### src/rtl/plru_pkg.sv
// Shared helpers for the tree pseudo-LRU replacement unit: width helper and
// heap-index / path-direction functions for walking a way's path from the root.
package plru_pkg;

    localparam int PLRU_MAX_WAYS = 16;

    function automatic int plru_clog2(input int value);
        int width;
        width = 0;
        while ((1 << width) < value) begin
            width++;
        end
        return (width < 1) ? 1 : width;
    endfunction

    // Heap index of the node that way sits under at the given depth (root = depth 0).
    function automatic int node_of(input int way, input int depth, input int way_w);
        return (1 << depth) | (way >> (way_w - depth));
    endfunction

    // Which child (0 = lower ways, 1 = upper ways) the way lies under at the given depth.
    function automatic logic dir_of(input int way, input int depth, input int way_w);
        return logic'((way >> (way_w - 1 - depth)) & 1);
    endfunction

endpackage

### src/rtl/plru_tree_select.sv
// Combinational victim chooser: lowest free invalid way first, else a tree walk
// that steers around fully locked subtrees (locks ignored when every way is locked).
module plru_tree_select
    import plru_pkg::*;
#(
    parameter int WAYS = 4,
    localparam int WAY_W = plru_clog2(WAYS)
) (
    input  logic [WAYS-2:0]  tree,
    input  logic [WAYS-1:0]  valid_mask,
    input  logic [WAYS-1:0]  lock_mask,
    output logic [WAY_W-1:0] way,
    output logic             all_locked
);

    always_comb begin : select_walk
        logic [2*WAYS-1:1] sub_locked;
        logic [WAYS-1:0]   free;
        logic              found;
        logic              dir;
        int                node;

        sub_locked = '0;
        free       = ~valid_mask & ~lock_mask;
        found      = 1'b0;
        dir        = 1'b0;
        node       = 1;
        way        = '0;
        all_locked = &lock_mask;

        // Leaves occupy heap slots WAYS..2*WAYS-1; each internal node is locked
        // only when both of its children are.
        for (int i = WAYS; i < 2 * WAYS; i++) begin
            sub_locked[i] = lock_mask[i-WAYS];
        end
        for (int i = WAYS - 1; i >= 1; i--) begin
            sub_locked[i] = sub_locked[2*i] & sub_locked[2*i+1];
        end

        for (int w = 0; w < WAYS; w++) begin
            if (free[w] && !found) begin
                found = 1'b1;
                way   = WAY_W'(w);
            end
        end

        if (!found) begin
            for (int d = 0; d < WAY_W; d++) begin
                dir = tree[node-1];
                if (!all_locked && sub_locked[2*node+int'(dir)]) begin
                    dir = ~dir;
                end
                node = 2 * node + int'(dir);
            end
            way = WAY_W'(node - WAYS);
        end
    end

endmodule

### src/rtl/plru_tree_nway.sv
// Per-set tree pseudo-LRU state with hit/fill update, same-set forwarding into
// the victim query, and registered victim outputs.
module plru_tree_nway
    import plru_pkg::*;
#(
    parameter int WAYS = 4,
    parameter int SETS = 64,
    localparam int WAY_W = plru_clog2(WAYS),
    localparam int SET_W = plru_clog2(SETS)
) (
    input  logic             clk,
    input  logic             resetn,
    input  logic             query_valid,
    input  logic [SET_W-1:0] query_set,
    input  logic [WAYS-1:0]  valid_mask,
    input  logic [WAYS-1:0]  lock_mask,
    input  logic             upd_en,
    input  logic [SET_W-1:0] upd_set,
    input  logic [WAY_W-1:0] upd_way,
    output logic             victim_valid,
    output logic [WAY_W-1:0] victim_way,
    output logic             all_locked
);

    logic [WAYS-2:0]  tree_q [SETS];
    logic [WAYS-2:0]  upd_tree;
    logic [WAYS-2:0]  sel_tree;
    logic [WAY_W-1:0] sel_way;
    logic             sel_all_locked;

    // Every node on the accessed way's path is pointed away from that way.
    always_comb begin
        upd_tree = tree_q[upd_set];
        for (int d = 0; d < WAY_W; d++) begin
            upd_tree[node_of(int'(upd_way), d, WAY_W) - 1] = ~dir_of(int'(upd_way), d, WAY_W);
        end
    end

    always_comb begin
        sel_tree = tree_q[query_set];
        if (upd_en && (upd_set == query_set)) begin
            sel_tree = upd_tree;
        end
    end

    plru_tree_select #(
        .WAYS (WAYS)
    ) u_select (
        .tree       (sel_tree),
        .valid_mask (valid_mask),
        .lock_mask  (lock_mask),
        .way        (sel_way),
        .all_locked (sel_all_locked)
    );

    always_ff @(posedge clk or negedge resetn) begin
        if (!resetn) begin
            for (int s = 0; s < SETS; s++) begin
                tree_q[s] <= '0;
            end
        end else if (upd_en) begin
            tree_q[upd_set] <= upd_tree;
        end
    end

    always_ff @(posedge clk or negedge resetn) begin
        if (!resetn) begin
            victim_valid <= 1'b0;
            victim_way   <= '0;
            all_locked   <= 1'b0;
        end else begin
            victim_valid <= query_valid;
            if (query_valid) begin
                victim_way <= sel_way;
                all_locked <= sel_all_locked;
            end
        end
    end

endmodule

### config.mk
export PLATFORM = sky130hd
export DESIGN_NAME = plru_tree_nway
export DESIGN_NICKNAME = d
export VERILOG_FILES = /design/src/rtl/plru_pkg.sv /design/src/rtl/plru_tree_select.sv /design/src/rtl/plru_tree_nway.sv
export SDC_FILE = /design/constraint.sdc
export NUM_CORES = 1
export LEC_CHECK = 0
export CAP_MARGIN = 20
export CORE_MARGIN = 3
export CORE_UTILIZATION = 67
export DETAILED_ROUTE_END_ITERATION = 6
export MAX_ROUTING_LAYER = met4
export PLACE_DENSITY = 0.94
export SYNTH_ARGS = -nofsm -noshare
export SYNTH_HDL_FRONTEND = slang
export SYNTH_HIERARCHICAL = 1
export SYNTH_SLANG_ARGS = --single-unit
### constraint.sdc
create_clock -name clk -period 6.6 [get_ports clk]
set_clock_uncertainty 0.1 [all_clocks]
set_input_delay 1.32 -clock clk [delete_from_list [all_inputs] [get_ports clk]]
set_output_delay 1.32 -clock clk [all_outputs]
set_load 0.005 [all_outputs]
==> results by group, run 1 <==
Global routing
  – Initial antenna violation count: 0
  – Final global-route overflow total: 0
  – Largest net degree at the start of global routing: 124
  – Vias in the first global route: about 7900
  – First-pass GRT wire length: 43570 um
  – GRT Resource Usage Total: 0.3569

Drt
  – DR vias/cell: between 7 and 8
  – Drt total wl: 27720 um
  – Met2 WL post-DR: 12960 um
  – Routed met3 length: 3342 um
  – Initial DRC Count: 1340
  – DRT Pass-1 Iters: 6
  – DRC violations left: 0
  – Antenna-violating nets left: 0
  – Max layer used: met4
  – Wl on met1: 9793 um
  – DR vias: around 8100
  – WL per Instance: approximately 25 um

Synth
  – Avg Cell Area, Syn: 11.40 sq um
  – Synth Flop Type: dfrtp_1
  – Yosys reg bits: 196
  – Dominant cells by area after synthesis: dfrtp_1 48%, mux4_2 15%, mux2_2 8.4%, nand2_1 7.6%, o21ai_0 6.2%
  – Share of the synthesized area in the top cell type: 0.4801
  – Cells after synthesis: 896
  – Synth area leader: dfrtp_1
  – Synth Net Count: 922
  – EDFF count, synth: 0
  – Seq/Total Area, Yosys: 0.4801
  – Synth unique cells: 49
  – Commonest cells in the netlist: 206 x nand2_1, 196 x dfrtp_1, 126 x o21ai_0
  – Yosys warns: 6
  – Synthesized area: 10220 sq um
  – FFs w/ async S/R, synth: 1.000
  – Most common cell in the netlist: nand2_1

Timing
  – Slew @ Worst Pin: 1.298 ns
  – Count of final setup violators: 0
  – Unrepaired setup endpoints after global routing: no
  – Tcrit/Tclk final: 0.7576
  – Slew HR: 0.1303
  – Max frequency: 0.2000 GHz
  – Fin. max-slew vios: 0
  – Hold Slack: 0.3764 ns
  – Minimum clock period after layout: around 5 ns
  – Final hold vios: 0
  – Final TNS setup: 0 ns

Final layout
  – Fraction of layout cells with a size suffix above 1: 0.2159
  – Layout area overhead: 9.333%
  – Nets: 930
  – Antenna fix cells: 0
  – # fillers: 858

Placement
  – Detailed placer's ending HPWL: ~17000 um
  – IO buf count: 29
  – RePlAce Congestion: 0.9682

Clock tree
  – Post-CTS setup buffers: 0
  – Num CTS Buffers: 17
  – CTS resizes: 0
  – Clk buf depth: 2
  – Clk slew on worst S/H paths: 0.06 ns
  – CTS H-Tree Depth: 4
  – Clock sinks: 196
  – CTS tree: yes
  – Root Buffer: clkbuf_16
  – Clk_lat worst skew: 0.44 ns
  – Hold-fix buffers at CTS: 0

Floorplan
  – Die X: 129.5 um
  – Die height: 129.5 um
  – Core Box Area: between 10000 and 15000 sq um
  – Die ar.: 16770 sq um
  – IO Count: 30
  – Initial Utilization: 0.6950
  – Site Rows: 44

Worst setup path
  – CP Data Arrival Time: 5.22 ns
  – Setup CP Type: primary input to flop
  – WP data required: 6.82 ns
  – R2r setup slk: 3.47 ns
  – Element type at the critical path start: primary input
  – CP endpoint kind: flop
  – Crit Path Max Fanout: 21

Pwr
  – Peak supply drop: 0.2821 mV
  – Cell Pwr Density: roughly 270 nW/um^2
  – Leakage: 4.849 nW

Status
  – Outcome: completed

Min path
  – Worst hold path class: flop to flop

Flow run
  – Maxcap violations: 0
## worst paths after layout
| kind | cells past startpoint | endpoint | start |
|---|---|---|---|
| setup / recovery | 13 | victim_way[0]$_DFFE_PN0P_ | upd_set[2] |
| hold / removal | 2 | tree_q[132]$_DFFE_PN0P_ | tree_q[132]$_DFFE_PN0P_ |
| max in group asynchronous | 2 | tree_q[87]$_DFFE_PN0P_ | resetn |
| hold reg to reg | 2 | tree_q[132]$_DFFE_PN0P_ | tree_q[132]$_DFFE_PN0P_ |
| setup reg to reg | 10 | victim_way[0]$_DFFE_PN0P_ | tree_q[23]$_DFFE_PN0P_ |
| min in group asynchronous | 1 | tree_q[45]$_DFFE_PN0P_ | resetn |
## area by class of cell
class | instances | area [sq um] | share of cell area
clock buffers | 21 | 460.4 | 0.04122
repair buffers | 43 | 404.1 | 0.03618
multi-input cells | 639 | 5017 | 0.4492
flip-flops and latches | 196 | 4905 | 0.4391
inverters | 7 | 26.28 | 0.002352
well taps | 184 | 230.2 | 0.02061
clock inverters | 11 | 126.4 | 0.01131
## report_power, final
group / total (mW) / leakage (nW) / switching, mW / internal, mW
Clock: 1.04 / 0.276 / 0.456 / 0.579
Sequential: 1.49 / 2.62 / 0.131 / 1.36
Combinational: 0.524 / 1.95 / 0.271 / 0.253
## worst max-delay path: stages
cell and delay, ns:
clkdlybuf4s50_1 1.11, buf_4 0.41, xnor2_1 0.17, nand4_1 0.12, nor4_1 0.67, nand3b_1 0.21, a311oi_1 0.06, a211o_1 0.38
inv_1 0.12, o22ai_1 0.07, o32ai_1 0.19, o31ai_2 0.10, mux2_2 0.27
## cell families after synthesis
logic type,Yosys count,share of synthesized area
xor gates and xnor gates,6,0.005145
muxes,179,0.2667
buffers and inverters,61,0.03344
AOI/OAI and AO/OA,192,0.1088
DFF,196,0.4801
and+or+nand+nor,262,0.1058
## per-stage QoR
step / worst slack (ns) / power [mW] / area [sq um] / utilization / std cells
floorplan: 2.358 / 1.813 / 10220 / - / 896
global placement: 1.407 / 1.959 / 10560 / 0.7186 / 1068
detailed placement: 1.336 / 1.999 / 10560 / 0.7186 / 1068
CTS: 1.749 / 3.033 / 11150 / 0.7585 / 1100
global route: 1.501 / 3.142 / 11170 / 0.7599 / 1101
finish: 1.600 / 3.048 / 11170 / 0.7599 / 1101
## flip-flops by register name (all words and copies together), names as in the netlist
register / cells
all_locked: 1
victim_valid: 1
tree_q: 192
victim_way: 2
## metal layers
layer	GRT usage	up-vias
li1	-	3303
met1	0.4549	3926
met2	0.5402	660
met3	0.09275	172
met4	0.1736	0
met5	-	-
## cell usage in the layout (no fill, tap or decap), drive strengths merged, types with 4 or more instances in the layout
cell / instances
a31oi: 4
and3: 4
o221ai: 4
nand3b: 5
inv: 8
mux2: 76
a22oi: 11
a221oi: 4
mux2i: 36
a21oi: 6
dfrtp: 196
nor3: 6
nand2: 207
mux4: 67
nand3: 6
clkdlybuf4s50: 24
clkbuf: 22
nor2b: 7
buf: 18
clkinvlp: 4
o22ai: 7
nor2: 16
o21ai: 136
clkinv: 4
No activity file was read; power rests on OpenSTA's default activity.
==> inputs of run 2 (changes only) <==
Settings changed: CORE_UTILIZATION 67 to 56, PLACE_DENSITY 0.94 to 0.84.
Clock period 6.6 ns to 4.1 ns, I/O delays scaled along.
==> run 2 against run 1 <==
Effect of this change: setup slack worse by 1.2 ns; critical endpoint unchanged; routed wire length fell by 0.43%; largest cell class unchanged; sequential power rose by 60%; core utilization down 10 points; count of clock-buffer cells in the layout shrank 3; flip-flop and latch count did not move.
==> results by group, run 2 (synthesis results as in run 1) <==
Floorplan
  – Site Rows: 48
  – Die height: 141.1 um
  – Initial Utilization: 0.5806
  – Core Box Area: 17600 sq um
  – IO Count: 30
  – Die ar.: 19900 sq um
  – Die X: 141.1 um

Timing
  – Slew HR: 0.2398
  – Final TNS setup: 0 ns
  – Unrepaired setup endpoints after global routing: no
  – Final hold vios: 0
  – Minimum clock period after layout: between 3 and 4 ns
  – Slew @ Worst Pin: 1.136 ns
  – Max frequency: 0.2711 GHz
  – Fin. max-slew vios: 0
  – Tcrit/Tclk final: 0.8996
  – Count of final setup violators: 0

Worst setup path
  – Crit-path leading delay family: multiplexers
  – Crit Path Max Fanout: 24
  – Element type at the critical path start: primary input
  – Worst R2R Start: tree_q[96]$_DFFE_PN0P_
  – CP cell instances: clkdlybuf4s50_1 -> buf_4 -> buf_12 -> mux4_2 -> mux2i_1 -> o2bb2ai_1 -> a21oi_1 -> a32oi_4 -> mux2_2 -> nor2b_1 -> o21ai_0 -> nor2b_1 -> o31ai_2 -> mux2_2
  – R2R depth: 10
  – End of the critical path: victim_way[0]$_DFFE_PN0P_
  – Setup CP Type: primary input to flop
  – CP max-delay cell: clkdlybuf4s50_1
  – Max incr delay on CP: 0.46 ns
  – WP data required: 4.33 ns
  – R2r setup slk: 1.01 ns
  – CP Data Arrival Time: 3.92 ns
  – CP endpoint kind: flop
  – Crit path depth: 14
  – Worst setup path startpoint: upd_set[2]
  – R2R Path End: victim_way[0]$_DFFE_PN0P_
  – CP bufs+invs: 3

Drt
  – DR vias: slightly below 8000
  – DR vias/cell: 6.589
  – DRC violations left: 0
  – WL per Instance: 23.33 um
  – DRT Pass-1 Iters: 5
  – Antenna-violating nets left: 0
  – Drt total wl: 27600 um
  – Initial DRC Count: 828

Final layout
  – Commonest non-fill, non-tap cell in the layout: nand2_1
  – Max FFs per register: 192
  – Layout area overhead: 13.13%
  – Nets: 973
  – Largest Register: tree_q
  – Antenna fix cells: 0
  – Most frequent cells in the layout: 206 x nand2_1, 196 x dfrtp_1, 126 x o21ai_0, 76 x mux2_2, 67 x mux4_2
  – Fraction of layout cells with a size suffix above 1: 0.2484
  – Regs by FF count: tree_q (192), victim_way (2)

Clock tree
  – CTS resizes: 0
  – Hold-fix buffers at CTS: 0
  – Clk buf depth: 2
  – Root Buffer: clkbuf_16
  – Clock sinks: 196
  – Clk slew on worst S/H paths: 0.07 ns
  – Clk_lat worst skew: about 0.44 ns
  – CTS H-Tree Depth: 4
  – CTS tree: yes
  – Post-CTS setup buffers: 0
  – Num CTS Buffers: 17

Placement
  – IO buf count: 29
  – Detailed placer's ending HPWL: 19080 um
  – RePlAce Congestion: 0.9836

Global routing
  – Final global-route overflow total: 0
  – Vias in the first global route: 7906
  – GRT Resource Usage Total: 0.2973
  – Largest net degree at the start of global routing: 103
  – Initial antenna violation count: 0
  – First-pass GRT wire length: 44130 um

Min path
  – Worst hold path class: primary input to asynchronous set/reset pin

Pwr
  – Peak supply drop: 0.4107 mV
  – Leakage: about 5.1 nW
  – Tot Pwr: 4.937 mW
  – Cell Pwr Density: roughly 430 nW/um^2

Status
  – Outcome: completed

Flow run
  – Maxcap violations: 0
-- run 2: where the power goes --
part / switching, mW / internal [mW] / total (mW)
clock network: 0.741 / 0.956 / 1.70
logic: 0.419 / 0.430 / 0.849
registers: 0.206 / 2.18 / 2.39
-- run 2: area by class of cell --
class / instances / area, sq um
multi-input combinational: 639 / 5007
inverter: 7 / 26.28
timing repair buffer: 86 / 752.0
clock buffer: 18 / 429.2
tap: 225 / 281.5
clock inverter: 12 / 156.4
sequential: 196 / 4905
fill: 1309 / 6040
-- run 2: how the worst min path moves through the flow --
stage / start / end / slack, ns / depth (start not counted)
CTS: tree_q[63]$_DFFE_PN0P_ / tree_q[63]$_DFFE_PN0P_ / 0.38 / 2
global placement: tree_q[18]$_DFFE_PN0P_ / tree_q[18]$_DFFE_PN0P_ / 0.36 / 2
global route: tree_q[63]$_DFFE_PN0P_ / tree_q[63]$_DFFE_PN0P_ / 0.40 / 2
floorplan: tree_q[111]$_DFFE_PN0P_ / tree_q[111]$_DFFE_PN0P_ / 0.34 / 2
detailed placement: tree_q[24]$_DFFE_PN0P_ / tree_q[24]$_DFFE_PN0P_ / 0.37 / 2
finish: resetn / tree_q[45]$_DFFE_PN0P_ / 0.37 / 1
-- run 2: routing by layer --
| metal | part of all wire | GRT usage | routed length (um) |
|---|---|---|---|
| met3 | 0.091 | 0.08548 | 2524 |
| met4 | 0.039 | 0.1316 | 1083 |
| met2 | 0.47 | 0.4434 | 12950 |
| met1 | 0.40 | 0.3822 | 11040 |
| met5 | 0 | - | 0 |
-- run 2: worst reg2reg max path, cell delays in order, from the launching register on --
cell and delay (ns):
dfrtp_1 0.39, mux4_2 0.52, mux4_2 0.54, mux2i_1 0.27, nor3_1 0.09, a211o_1 0.36
inv_1 0.10, o22ai_1 0.07, o32ai_1 0.19, o31ai_2 0.10, mux2_2 0.26
-- run 2: per-stage QoR --
stage          setup slack, ns  hold slack [ns]  area [sq um]    util  instances
5_1_grt                 0.2772           0.3970         11560  0.6568       1183
6_report                0.4118           0.3736         11560  0.6568       1183
3_5_place_dp           0.04508           0.3660         10970  0.6235       1153
3_3_place_gp            0.1256           0.3571         10970  0.6235       1153
4_1_cts                 0.4694           0.3825         11560  0.6568       1183
2_1_floorplan           0.3578           0.3446         10220       -        896
==> inputs of run 3 (changes only) <==
Settings changed: MAX_ROUTING_LAYER met4 to unset, PLACE_DENSITY 0.84 to 0.76.
==> run 3 against run 2 <==
Effect of this change: worst hold slack worse by 0.095 ns; via count fell by 4.3%; non-clock buffer count decreased by 11; core utilization fell by 0.35 points; flip-flop and latch count did not move; cell count is 0.85% lower; highest routed layer unchanged; first-iteration DRC count up 10%; sequential share of layout area up 0.23 points.
==> results by group, run 3 (synthesis results as in run 1) <==
Worst setup path
  – Crit Path Max Fanout: 64
  – CP Data Arrival Time: 3.93 ns
  – CP endpoint kind: flop
  – R2R Path End: victim_way[0]$_DFFE_PN0P_
  – Top cell by count, worst path: buf_4
  – Worst R2R Start: tree_q[23]$_DFFE_PN0P_
  – Setup CP Type: primary input to flop
  – Crit path depth: 9
  – Crit-path leading delay family: buffers and inverters
  – R2r setup slk: around 1.1 ns
  – End of the critical path: tree_q[160]$_DFFE_PN0P_
  – CP cell instances: clkdlybuf4s50_1 -> buf_4 -> mux2_2 -> a221oi_1 -> o221ai_1 -> a22o_1 -> o32ai_4 -> buf_4 -> o21ai_0
  – Element type at the critical path start: primary input
  – Worst setup path startpoint: upd_set[2]
  – WP data required: 4.28 ns
  – CP max-delay cell: clkdlybuf4s50_1
  – R2R depth: 11
  – CP bufs+invs: 3
  – Max incr delay on CP: 0.60 ns

Final layout
  – Fraction of layout cells with a size suffix above 1: 0.2416
  – Max FFs per register: 192
  – Antenna fix cells: 0
  – Register area: between 4000 and 5000 sq um
  – Area of the multi-input gates: 5007 sq um
  – Most frequent cells in the layout: 206 x nand2_1, 196 x dfrtp_1, 126 x o21ai_0, 76 x mux2_2, 67 x mux4_2
  – Nets: 962
  – Largest Register: tree_q
  – Commonest non-fill, non-tap cell in the layout: nand2_1
  – # fillers: approximately 1300
  – Regs by FF count: tree_q (192), victim_way (2)
  – Layout area overhead: 12.53%

Placement
  – IO buf count: 29
  – RePlAce Congestion: 0.9603
  – Pre-CTS WS: -0.03476 ns
  – Detailed placer's ending HPWL: 18110 um

Timing
  – Max frequency: 0.2671 GHz
  – Tcrit/Tclk final: 0.9133
  – Count of final setup violators: 0
  – Minimum clock period after layout: ~3.7 ns
  – Final WS setup: roughly 0.36 ns
  – Final TNS setup: 0 ns
  – Unrepaired setup endpoints after global routing: no
  – Slew @ Worst Pin: 0.6512 ns
  – Slew HR: 0.5659
  – Fin. max-slew vios: 0
  – Final hold vios: 0

Clock tree
  – Num CTS Buffers: 17
  – Clk slew on worst S/H paths: 0.07 ns
  – Clk buf depth: 2
  – CTS tree: yes
  – Clock sinks: around 200
  – Clk_lat worst skew: between 0.4 and 0.5 ns
  – CTS resizes: 0
  – CTS H-Tree Depth: 4
  – Root Buffer: clkbuf_16
  – Hold-fix buffers at CTS: 0
  – Post-CTS setup buffers: 0

Floorplan
  – Die height: 141.1 um
  – Initial Utilization: 0.5806
  – IO Count: 30
  – Die X: approximately 140 um
  – Site Rows: 48
  – Die ar.: 19900 sq um
  – Core Box Area: 17600 sq um

Drt
  – DR vias: 7462
  – Initial DRC Count: 913
  – Antenna-violating nets left: 0
  – WL per Instance: between 20 and 25 um
  – DRC violations left: 0
  – DRT Pass-1 Iters: 5
  – DR vias/cell: 6.361
  – Drt total wl: 26240 um

Status
  – Outcome: completed

Pwr
  – Cell Pwr Density: between 400 and 500 nW/um^2
  – Tot Pwr: 4.874 mW
  – Peak supply drop: 0.4522 mV
  – Leakage: between 5 and 6 nW

Min path
  – Worst hold path class: primary input to asynchronous set/reset pin

Global routing
  – First-pass GRT wire length: about 43000 um
  – Final global-route overflow total: 0
  – GRT Resource Usage Total: 0.2803
  – Largest net degree at the start of global routing: 91
  – Initial antenna violation count: 0
  – Vias in the first global route: about 7600

Flow run
  – Maxcap violations: 0
-- run 3: cell types whose count changed in the layout (fill, tap and decap cells not counted) --
cell / previous run / this run
clkinvlp_4: 1 / 4
clkinv_4: 3 / 2
clkinv_2: 3 / 0
inv_6: 2 / 1
inv_8: 0 / 5
clkbuf_1: 1 / 0
clkbuf_8: 1 / 2
bufinv_16: 3 / 1
buf_12: 4 / 6
buf_4: 53 / 40
-- run 3: metal layers --
layer | part of all wire | track usage | vias up
li1 | - | - | 3363
met1 | 0.43 | 0.4006 | 3746
met2 | 0.47 | 0.4362 | 303
met3 | 0.076 | 0.06411 | 50
met4 | 0.025 | 0.08006 | 0
met5 | 0 | 0 | -
-- run 3: where the power goes --
group          switching [mW]  internal, mW  leakage (nW)
clock network           0.792         0.875         0.274
logic                   0.409         0.426          2.13
registers               0.188          2.18          2.62
-- run 3: worst min-delay path by stage --
stage / startpoint / end / slack [ns] / cells after the start
after floorplan: tree_q[111]$_DFFE_PN0P_ / tree_q[111]$_DFFE_PN0P_ / 0.34 / 2
after global placement: tree_q[24]$_DFFE_PN0P_ / tree_q[24]$_DFFE_PN0P_ / 0.36 / 2
after detailed placement: tree_q[87]$_DFFE_PN0P_ / tree_q[87]$_DFFE_PN0P_ / 0.37 / 2
after CTS: resetn / tree_q[141]$_DFFE_PN0P_ / 0.29 / 1
after global routing: resetn / tree_q[141]$_DFFE_PN0P_ / 0.31 / 1
final: resetn / tree_q[138]$_DFFE_PN0P_ / 0.28 / 1
-- run 3: per-stage QoR --
| stage | cell area, sq um | hold slack [ns] | instances | util |
|---|---|---|---|---|
| 6_report | 11500 | 0.2788 | 1173 | 0.6533 |
| 5_1_grt | 11500 | 0.3088 | 1173 | 0.6533 |
| 4_1_cts | 11500 | 0.2921 | 1173 | 0.6533 |
| 3_5_place_dp | 10910 | 0.3652 | 1142 | 0.6202 |
| 3_3_place_gp | 10910 | 0.3560 | 1142 | 0.6202 |
| 2_1_floorplan | 10220 | 0.3446 | 896 | - |
-- run 3: cell type report --
cell class                 count  share of cell area
multi-input combinational    639              0.4356
clock buffer                  18             0.03820
inverter                       7            0.002286
tap                          225             0.02449
sequential                   196              0.4266
clock inverter                13             0.01241
timing repair buffer          75             0.06041
